File: src/rtl/qos_drain_arbiter_if.sv
// qos_drain_arbiter_if: queue read strobes, queue data and the
// downstream valid/ready word bundle of the drain arbiter.
interface qos_drain_arbiter_if #(
  parameter int DSIZE = 32
);
  logic [4:0]       iEmpty;
  logic [DSIZE-1:0] iData0;
  logic [DSIZE-1:0] iData1;
  logic [DSIZE-1:0] iData2;
  logic [DSIZE-1:0] iData3;
  logic [DSIZE-1:0] iData4;
  logic [4:0]       oRd;
  logic             oValid;
  logic             iReady;
  logic [DSIZE-1:0] oData;
  logic [2:0]       oQid;

  modport master (
    input  iEmpty, iData0, iData1, iData2,
    input  iData3, iData4, iReady,
    output oRd, oValid, oData, oQid
  );

  modport slave (
    output iEmpty, iData0, iData1, iData2,
    output iData3, iData4, iReady,
    input  oRd, oValid, oData, oQid
  );
endinterface

File: src/rtl/qos_drain_arbiter.sv
// qos_drain_arbiter: drains five queues one word at a time using
// strict priority, a weighted cap on queue 4 and age-based rescue.
module qos_drain_arbiter #(
  parameter int DSIZE     = 32,
  parameter int WEIGHT_HI = 4,
  parameter int AGE_MAX   = 15
) (
  input logic                 iClk,
  input logic                 iResetn,
  qos_drain_arbiter_if.master bus
);
  localparam int RW =
    (WEIGHT_HI < 2) ? 1 : $clog2(WEIGHT_HI + 1);
  localparam logic [3:0]    AMAX = 4'(AGE_MAX);
  localparam logic [RW-1:0] WMAX = RW'(WEIGHT_HI);

  typedef enum logic [1:0] {
    IDLE, ISSUE, CAPTURE, HOLD
  } state_t;

  state_t           state;
  logic [2:0]       rSel;
  logic [RW-1:0]    rHiRun;
  logic [3:0]       age [5];
  logic [4:0]       busy;
  logic [4:0]       starve;
  logic [2:0]       sel;
  logic [DSIZE-1:0] word;

  function automatic logic [2:0] top(
    input logic [4:0] v
  );
    logic [2:0] r;
    r = 3'd0;
    for (int n = 0; n < 5; n++)
      if (v[n]) r = 3'(n);
    return r;
  endfunction

  always_comb begin
    busy = ~bus.iEmpty;
    for (int n = 0; n < 5; n++)
      starve[n] = busy[n] && (age[n] == AMAX);
  end

  // starvation rescue first, then the queue-4 weight cap
  always_comb begin
    sel = 3'd0;
    priority case (1'b1)
      (|starve):
        sel = top(starve);
      ((rHiRun == WMAX) && (|busy[3:0])):
        sel = top({1'b0, busy[3:0]});
      default:
        sel = top(busy);
    endcase
  end

  always_comb begin
    word = bus.iData0;
    case (rSel)
      3'd1:    word = bus.iData1;
      3'd2:    word = bus.iData2;
      3'd3:    word = bus.iData3;
      3'd4:    word = bus.iData4;
      default: word = bus.iData0;
    endcase
  end

  always_ff @(posedge iClk or negedge iResetn) begin
    if (!iResetn) begin
      state      <= IDLE;
      rSel       <= 3'd0;
      rHiRun     <= '0;
      bus.oRd    <= 5'd0;
      bus.oValid <= 1'b0;
      bus.oData  <= '0;
      bus.oQid   <= 3'd0;
      for (int n = 0; n < 5; n++)
        age[n] <= 4'd0;
    end else begin
      unique case (state)
        IDLE: begin
          if (|busy) begin
            state   <= ISSUE;
            rSel    <= sel;
            bus.oRd <= 5'b1 << sel;
            if (sel == 3'd4) begin
              if (rHiRun != WMAX)
                rHiRun <= rHiRun + 1'b1;
            end else begin
              rHiRun <= '0;
            end
            for (int n = 0; n < 5; n++) begin
              if (!busy[n] || sel == 3'(n))
                age[n] <= 4'd0;
              else if (age[n] < AMAX)
                age[n] <= age[n] + 4'd1;
            end
          end
        end
        ISSUE: begin
          bus.oRd <= 5'd0;
          state   <= CAPTURE;
        end
        CAPTURE: begin
          bus.oData  <= word;
          bus.oQid   <= rSel;
          bus.oValid <= 1'b1;
          state      <= HOLD;
        end
        HOLD: begin
          if (bus.iReady) begin
            bus.oValid <= 1'b0;
            state      <= IDLE;
          end
        end
        default: state <= IDLE;
      endcase
    end
  end
endmodule

File: src/flat_wrapper.sv
// flat-port wrapper written by rule: the top's interface ports become plain ports
module qos_drain_arbiter_flat 
#(
  parameter int DSIZE     = 32,
  parameter int WEIGHT_HI = 4,
  parameter int AGE_MAX   = 15
)
  (iClk, iResetn, bus_iEmpty, bus_iData0, bus_iData1, bus_iData2, bus_iData3, bus_iData4, bus_iReady, bus_oRd, bus_oValid, bus_oData, bus_oQid);
  qos_drain_arbiter_if #(.DSIZE(DSIZE)) bus_i ();
  input logic iClk;
  input logic iResetn;
  input wire logic [$bits(bus_i.iEmpty)-1:0] bus_iEmpty;
  input wire logic [$bits(bus_i.iData0)-1:0] bus_iData0;
  input wire logic [$bits(bus_i.iData1)-1:0] bus_iData1;
  input wire logic [$bits(bus_i.iData2)-1:0] bus_iData2;
  input wire logic [$bits(bus_i.iData3)-1:0] bus_iData3;
  input wire logic [$bits(bus_i.iData4)-1:0] bus_iData4;
  input wire logic [$bits(bus_i.iReady)-1:0] bus_iReady;
  output wire logic [$bits(bus_i.oRd)-1:0] bus_oRd;
  output wire logic [$bits(bus_i.oValid)-1:0] bus_oValid;
  output wire logic [$bits(bus_i.oData)-1:0] bus_oData;
  output wire logic [$bits(bus_i.oQid)-1:0] bus_oQid;
  assign bus_i.iEmpty = bus_iEmpty;
  assign bus_i.iData0 = bus_iData0;
  assign bus_i.iData1 = bus_iData1;
  assign bus_i.iData2 = bus_iData2;
  assign bus_i.iData3 = bus_iData3;
  assign bus_i.iData4 = bus_iData4;
  assign bus_i.iReady = bus_iReady;
  assign bus_oRd = bus_i.oRd;
  assign bus_oValid = bus_i.oValid;
  assign bus_oData = bus_i.oData;
  assign bus_oQid = bus_i.oQid;
  qos_drain_arbiter #(.DSIZE(DSIZE), .WEIGHT_HI(WEIGHT_HI), .AGE_MAX(AGE_MAX)) u_core (.iClk(iClk), .iResetn(iResetn), .bus(bus_i));
endmodule
File: config.mk
export PLATFORM = sky130hd
export DESIGN_NAME = qos_drain_arbiter_flat
export DESIGN_NICKNAME = d
export VERILOG_FILES = /design/src/rtl/qos_drain_arbiter_if.sv /design/src/rtl/qos_drain_arbiter.sv /design/src/flat_wrapper.sv
export SDC_FILE = /design/constraint.sdc
export NUM_CORES = 1
export LEC_CHECK = 0
export ABC_AREA = 1
export BUFFER_PORTS_ARGS = -buffer_cell sky130_fd_sc_hd__buf_4
export CAP_MARGIN = 10
export CORE_MARGIN = 1.5
export CORE_UTILIZATION = 47
export DETAILED_ROUTE_END_ITERATION = 8
export PLACE_DENSITY = 0.93
export RECOVER_POWER = 100
export SYNTH_ARGS = -nofsm -noshare
export SYNTH_HDL_FRONTEND = slang
export SYNTH_SLANG_ARGS = --single-unit
export TNS_END_PERCENT = 5
File: constraint.sdc
create_clock -name iClk -period 2 [get_ports iClk]
set_clock_uncertainty 0.2 [all_clocks]
set_input_delay 0.1 -clock iClk [delete_from_list [all_inputs] [get_ports iClk]]
set_output_delay 0.1 -clock iClk [all_outputs]
set_load 0.01 [all_outputs]
==> results.py, run 1 <==
metrics = {
    "route": {
        "routedWlPerCell_um": 22.1,
        "drc": 0,
        "viasPerCell": 6.16,
        "routed-wl-met2_um": 10300,
        "top_layer": "met4",
        "routed_wl_um": 21900,
        "route.met3.wl_um": 2710,
        "wl_met1_um": 7080,
        "drtAntennaViolNets": 0,
        "drt-initial-drc-count": 711,
        "first_pass_iters": 6,
        "vias": 6097,
    },
    "synth": {
        "yosys.cell_types.count": 36,
        "synth_cells": 543,
        "synth_seq_cells": 69,
        "yosys_warnings": 0,
        "avgSynthCellArea_um2": 7.86,
        "syn_area_mm2": 0.00427,
        "ys_seq_area_frac": 0.404,
        "synth_fp_nets": 722,
    },
    "min_path": {
        "hold_path.class": "input pin to register",
        "hold_path_depth": 5,
    },
    "die": {
        "fp.dieW_um": 98.3,
        "start_util": 0.487,
        "num_rows": 34,
        "io_pins": 209,
        "coreArea_mm2": 0.00876,
        "die_h_um": 98.3,
        "die_area_mm2": 0.00967,
    },
    "power_and_ir_drop": {
        "p_leak_nw": 3.71,
        "ir_worst_vdd_uv": 853,
        "p_per_area_mw_per_mm2": 1110,
        "power_mw": 8.28,
    },
    "clock_tree": {
        "cts.path.max_buffers": 2,
        "cts.sinks": 69,
        "cts_tree": "built",
        "cts-root-buf": "clkbuf_8",
        "clock_latency_ns": 0.35,
        "cts_made_buffers": 9,
        "ctsHtreeMaxLevel": 3,
        "path_clk_slew_ns": 0.07,
    },
    "layout": {
        "layout.nets": 1059,
        "final_common_cell": "buf_4",
        "regArea_mm2": 0.00173,
        "drive_above_1_share": 0.319,
        "final_util": 0.849,
        "antenna_cells": 0,
        "fillers": 429,
        "multi_input_area_mm2": 0.00223,
        "layout_common_cells": "196 x buf_4, 106 x dlygate4sd3_1, 90 x inv_1, 78 x nand2_1, 69 x dfrtp_1",
        "syn2layout_area_growth_pct": 74.2,
    },
    "setup_path": {
        "cpPeakStageDelay_ns": 0.42,
        "critPathCaptureType": "register",
        "cp-start-kind": "register",
        "crit_type": "register to register",
        "crit_path_frequent_cell": "nand2_4",
        "worstPathRequired_ns": 2.04,
        "path_max_fanout": 4,
        "path_cells": "ha_4, nand4_1, nand2_2, nor2_4, nand2_4, o21ai_4, nand2_4, nand3b_4, nand2_4, nand2_1, nand2_1",
        "cp_data_arrival_time_ns": 2.18,
        "critPathSlowestCell": "dfrtp_1",
        "reg2reg_depth": 11,
    },
    "timing": {
        "slew_headroom": 0.365,
        "rsz0062_at_grt": "true",
        "whs_ns": 0.0231,
        "max_clock_freq_ghz": 0.467,
        "setup_viol": 19,
        "period_minus_slack_ns": 2.14,
        "hold_viol_final": 0,
        "slew_viol_final": 0,
        "setup_tns_ns": -1.59,
        "tightest_slew_ns": 0.952,
        "setup_slack_ns": -0.139,
        "period_share": 1.07,
    },
    "place": {
        "port_buffers": 208,
        "hpwl_um": 11200,
        "finalWeightedCongestion": 1.01,
        "place_ws_ns": -0.0536,
    },
    "global_route": {
        "antenna_found_initial": 0,
        "overflow": 0,
        "grt_pass1_vias": 5971,
        "grt_start_max_net_pins": 70,
        "grt_pass1_wl_um": 31900,
        "grt_usage": 0.425,
    },
    "run_status": {
        "violations": "setup timing",
        "outcome": "finished, violations left",
    },
    "run": {
        "maxCapViolCount": 0,
    },
}
[flip-flops by register name (all words and copies together), names as in the netlist]
signal,flops
u_core.bus.oValid,1
u_core.state,2
u_core.bus.oQid,3
u_core.rSel,3
u_core.rHiRun,3
u_core.age,20
u_core.bus.oRd,5
u_core.bus.oData,32
[repair_timing]
item / CTS / global route
resized for setup: 8 / 41
pin swaps: 9 / 24
hold buffers: 106 / 0
setup buffers: 8 / 16
endpoints found under the hold margin: 119 / 0
endpoints found under the setup margin: 12 / 26
[worst max-delay path, delay by kind of cell, from the launching register on]
family	cells	cell delay, ns
simple gates	9	0.97
flops	1	0.42
fa+ha+maj	1	0.19
compound gates	1	0.24
[through the flow]
| step | area, um2 | cells |
|---|---|---|
| 6_report | 7440 | 990 |
| 5_1_grt | 7440 | 990 |
| 4_1_cts | 7350 | 974 |
| 3_5_place_dp | 6040 | 847 |
| 3_3_place_gp | 6040 | 847 |
| 2_1_floorplan | 4270 | 543 |
[where the power goes]
group | internal (mW) | total [mW] | switching, mW | leakage, nW
sequential | 1.99 | 2.46 | 0.477 | 0.835
combinational | 1.86 | 4.84 | 2.98 | 2.80
clock | 0.462 | 0.980 | 0.518 | 0.0771
total | 4.30 | 8.28 | 3.98 | 3.71
[final timing paths]
kind / to / slack (ns) / start
setup / recovery: u_core.age[12] / -0.14 / u_core.age[13]
hold / removal: u_core.bus.oData[10] / 0.02 / bus_iData4[10]
setup reg to reg: u_core.age[12] / -0.14 / u_core.age[13]
hold reg to reg: u_core.bus.oQid[0] / 0.34 / u_core.bus.oQid[0]
max in group asynchronous: u_core.age[12] / 0.61 / iResetn
min in group asynchronous: u_core.age[11] / 0.36 / iResetn
[metal layers]
layer  GRT usage  up-vias
met5           0        -
met1       0.479     2823
met4       0.256        0
met3       0.154      176
met2       0.689      572
li1            -     2526
[Yosys cell counts (all sizes together)]
cell / n / area [um2]
a21oi: 11 / 73.8
a221oi: 32 / 280
a31oi: 32 / 200
and3: 1 / 6.26
buf: 18 / 90.1
clkbuf: 8 / 30.0
clkinv: 1 / 3.75
dfrtp: 69 / 1730
ha: 11 / 138
inv: 100 / 378
nand2: 100 / 418
nand3: 22 / 133
nand3b: 2 / 18.8
nand4: 16 / 115
nor2: 49 / 194
nor3: 3 / 15.0
o21ai: 18 / 109
o22ai: 38 / 238
o31ai: 1 / 7.51
xnor2: 6 / 52.6
xor2: 5 / 43.8
[final cells by class]
cell class                      instances  share of cell area
Timing Repair Buffer                  352               0.377
Multi-Input combinational cell        347               0.300
Sequential cell                        69               0.232
Inverter                              101              0.0516
Clock buffer                           11              0.0190
Tap cell                              108              0.0182
Clock inverter                          2             0.00168
[cell families (layout without fill, tap and decap cells)]
kind of cell | count (synthesis) | after routing | synth area share
flops | 69 | 69 | 0.404
fa+ha+maj | 11 | 11 | 0.0322
simple gates | 193 | 193 | 0.211
buf+inv | 127 | 466 | 0.117
xor+xnor | 11 | 11 | 0.0226
compound gates | 132 | 132 | 0.213
Note: power is estimated with default switching activity, not from simulation.
==> inputs of run 2 (changes only) <==
--- a/config.mk
+++ b/config.mk
@@ -5,11 +5,11 @@
 export SDC_FILE = /design/constraint.sdc
 export NUM_CORES = 1
 export LEC_CHECK = 0
-export ABC_AREA = 1
 export BUFFER_PORTS_ARGS = -buffer_cell sky130_fd_sc_hd__buf_4
 export CAP_MARGIN = 10
+export CORE_ASPECT_RATIO = 0.9
 export CORE_MARGIN = 1.5
-export CORE_UTILIZATION = 47
+export CORE_UTILIZATION = 48
 export DETAILED_ROUTE_END_ITERATION = 8
 export PLACE_DENSITY = 0.93
 export RECOVER_POWER = 100
==> run 2 against run 1 <==
The run still ends with setup timing left. Critical path depth shrank 2. Die area grew 7.7%. Core utilization shrank 2.8 points. Count of clock-buffer cells in the layout shrank 1. Fmax shrank 5.8%. Largest power group unchanged.
==> results.py, run 2 <==
metrics = {
    "synth": {
        "synthTopCellsByArea": "dfrtp_1 37%, a221oi_1 9.1%, a21oi_1 7.8%, a22o_1 4.5%, mux4_2 4.3%",
        "syn_area_mm2": 0.00471,
        "synthSimpleGateAreaFrac": 0.109,
        "synth_seq_cells": 69,
        "synth_area_leader_cell": "dfrtp_1",
        "yosys.cell_types.count": 55,
        "synthFlopType": "dfrtp_1",
        "synth_common_cells": "73 x a21oi_1, 69 x dfrtp_1, 49 x a221oi_1",
        "synth_mux_area_frac": 0.0933,
        "yosys_warnings": 0,
        "synth_edf_count": 0,
        "async_flop_share": 1.00,
        "synth_top_area_share": 0.367,
        "synth_cells": 504,
        "avgSynthCellArea_um2": 9.34,
        "synth_compound_area_frac": 0.351,
        "synth_fa_ha_area_frac": 0.0292,
        "synth_fp_nets": 683,
        "ys_seq_area_frac": 0.367,
        "yosysMostFrequentCell": "a21oi_1",
        "synth_top_family_by_area": "compound AO/OA/AOI/OAI gates",
        "synth_xor_area_frac": 0,
    },
    "layout": {
        "final_cell_area_mm2": 0.00789,
        "drive_above_1_share": 0.432,
        "final_common_cell": "buf_4",
        "reg_top3": "u_core.bus.oData x32, u_core.age x20, u_core.bus.oRd x5",
        "layout_common_cells": "225 x buf_4, 70 x a21oi_1, 66 x dfrtp_1, 55 x dlygate4sd3_1, 41 x clkbuf_1",
        "largest_reg_flops": 32,
        "layout.nets": 988,
        "syn2layout_area_growth_pct": 67.7,
        "top_register": "u_core.bus.oData",
    },
    "clock_tree": {
        "cts.path.max_buffers": 2,
        "clock_latency_ns": 0.36,
        "cts-root-buf": "clkbuf_8",
        "path_clk_slew_ns": 0.08,
        "cts_tree": "built",
        "cts.sinks": 69,
        "cts_made_buffers": 9,
        "ctsHtreeMaxLevel": 3,
    },
    "route": {
        "drtAntennaViolNets": 0,
        "drt-initial-drc-count": 1097,
        "viasPerCell": 7.02,
        "routedWlPerCell_um": 25.8,
        "drc": 0,
        "vias": 6615,
        "routed_wl_um": 24300,
        "first_pass_iters": 7,
    },
    "die": {
        "num_rows": 34,
        "io_pins": 209,
        "fp.dieW_um": 107,
        "start_util": 0.490,
        "die_area_mm2": 0.0104,
        "die_h_um": 97.0,
        "coreArea_mm2": 0.00961,
    },
    "power_and_ir_drop": {
        "power_mw": 11.1,
        "ir_worst_vdd_uv": 784,
        "p_per_area_mw_per_mm2": 1400,
        "p_leak_nw": 3.49,
    },
    "setup_path": {
        "path_max_fanout": 6,
        "cpPeakStageDelay_ns": 0.42,
        "cp-start-kind": "register",
        "crit_path_frequent_cell": "buf_6",
        "crit_family": "compound AO/OA/AOI/OAI gates",
        "critPathSlowestCell": "dfrtp_1",
        "worstPathRequired_ns": 2.06,
        "path_cells": "inv_2, ha_4, a21oi_4, buf_6, nor3_4, buf_6, a32o_2, nand3_1, a31oi_1",
        "cp_data_arrival_time_ns": 2.33,
        "crit_type": "register to register",
        "critPathCaptureType": "register",
        "path_buf_inv": 3,
    },
    "global_route": {
        "grt_start_max_net_pins": 48,
        "grt_pass1_vias": 6226,
        "antenna_found_initial": 2,
        "grt_usage": 0.405,
        "overflow": 0,
        "grt_pass1_wl_um": 32600,
    },
    "place": {
        "placed_cell_area_mm2": 0.00676,
        "hpwl_um": 13200,
        "port_buffers": 208,
        "finalWeightedCongestion": 1.00,
    },
    "run_status": {
        "outcome": "finished, violations left",
        "violations": "setup timing",
    },
    "min_path": {
        "hold_path.class": "input pin to register",
    },
    "timing": {
        "whs_ns": 0.00918,
        "tightest_slew_ns": 0.944,
        "hold_viol_final": 0,
        "period_share": 1.14,
        "max_clock_freq_ghz": 0.440,
        "setup_slack_ns": -0.272,
        "setup_tns_ns": -5.53,
        "slew_viol_final": 0,
        "setup_viol": 47,
        "period_minus_slack_ns": 2.27,
        "rsz0062_at_grt": "true",
        "slew_headroom": 0.369,
    },
    "run": {
        "maxCapViolCount": 0,
    },
}
## run 2: cell types whose count changed in the layout (fill, tap and decap cells not counted), moves of 25 or more
cell           previous run  this run
inv_1                    90        12
a21oi_1                   7        70
nand2_1                  78        25
dlygate4sd3_1           106        55
o22ai_1                  36         2
a221oi_2                  1        31
buf_4                   196       225
a31oi_1                  32         7
## run 2: logic make-up after synthesis
family          after synthesis
compound gates              232
simple gates                104
flops                        69
buf+inv                      57
mux                          31
fa+ha+maj                    11
## run 2: final cells by class
| class | instances | area, um2 |
|---|---|---|
| sequential | 69 | 1730 |
| tap | 126 | 158 |
| fill | 500 | 1720 |
| inverter | 14 | 52.6 |
| antenna | 2 | 5.00 |
| clock buffer | 10 | 138 |
| multi-input combinational | 379 | 3150 |
| timing repair buffer | 336 | 2560 |
| clock inverter | 6 | 93.8 |
## run 2: routing by layer
metal  GRT usage  wire length [um]  vias up
met3       0.165              2890      267
li1            -                 -     2620
met5           0                14        -
met4       0.232              2510        2
met2       0.667             11200      661
met1       0.437              7690     3065
## run 2: worst min-delay path: cells and delay by family
kind	cells	cell delay, ns
compound gates	4	0.35
buf+inv	1	0.08
## run 2: worst paths after layout
kind | start | to | slack [ns] | cells past startpoint
max | u_core.rHiRun[1] | u_core.bus.oRd[2] | -0.27 | 9
min | bus_iData4[10] | u_core.bus.oData[10] | 0.009 | 5
max reg2reg | u_core.rHiRun[1] | u_core.bus.oRd[2] | -0.27 | 9
min reg2reg | u_core.bus.oQid[0] | u_core.bus.oQid[0] | 0.32 | 1
max in group asynchronous | iResetn | u_core.rSel[2] | 0.42 | 3
min in group asynchronous | iResetn | u_core.bus.oRd[2] | 0.18 | 2
## run 2: metrics by stage
step	setup WS (ns)	util	instances
finish	-0.272	0.821	942
global route	-0.340	0.821	941
CTS	-0.141	0.809	935
detailed placement	-0.229	0.703	859
global placement	-0.0908	0.703	859
floorplan	-0.0854	-	504
## run 2: where the power goes
| part | total (mW) | switching (mW) | internal [mW] | leakage [nW] |
|---|---|---|---|---|
| sequential | 2.54 | 0.520 | 2.02 | 0.833 |
| combinational | 7.16 | 4.13 | 3.03 | 2.54 |
| clock | 1.35 | 0.606 | 0.747 | 0.114 |
## run 2: repair_timing
| item | CTS | global route |
|---|---|---|
| hold endpoints to repair | 111 | 0 |
| endpoints found under the setup margin | 53 | 63 |
| gates cloned | 1 | 0 |
| hold buffers | 55 | 0 |
| resized for setup | 42 | 51 |
| buffers inserted | 4 | 5 |
| pin swaps | 21 | 21 |
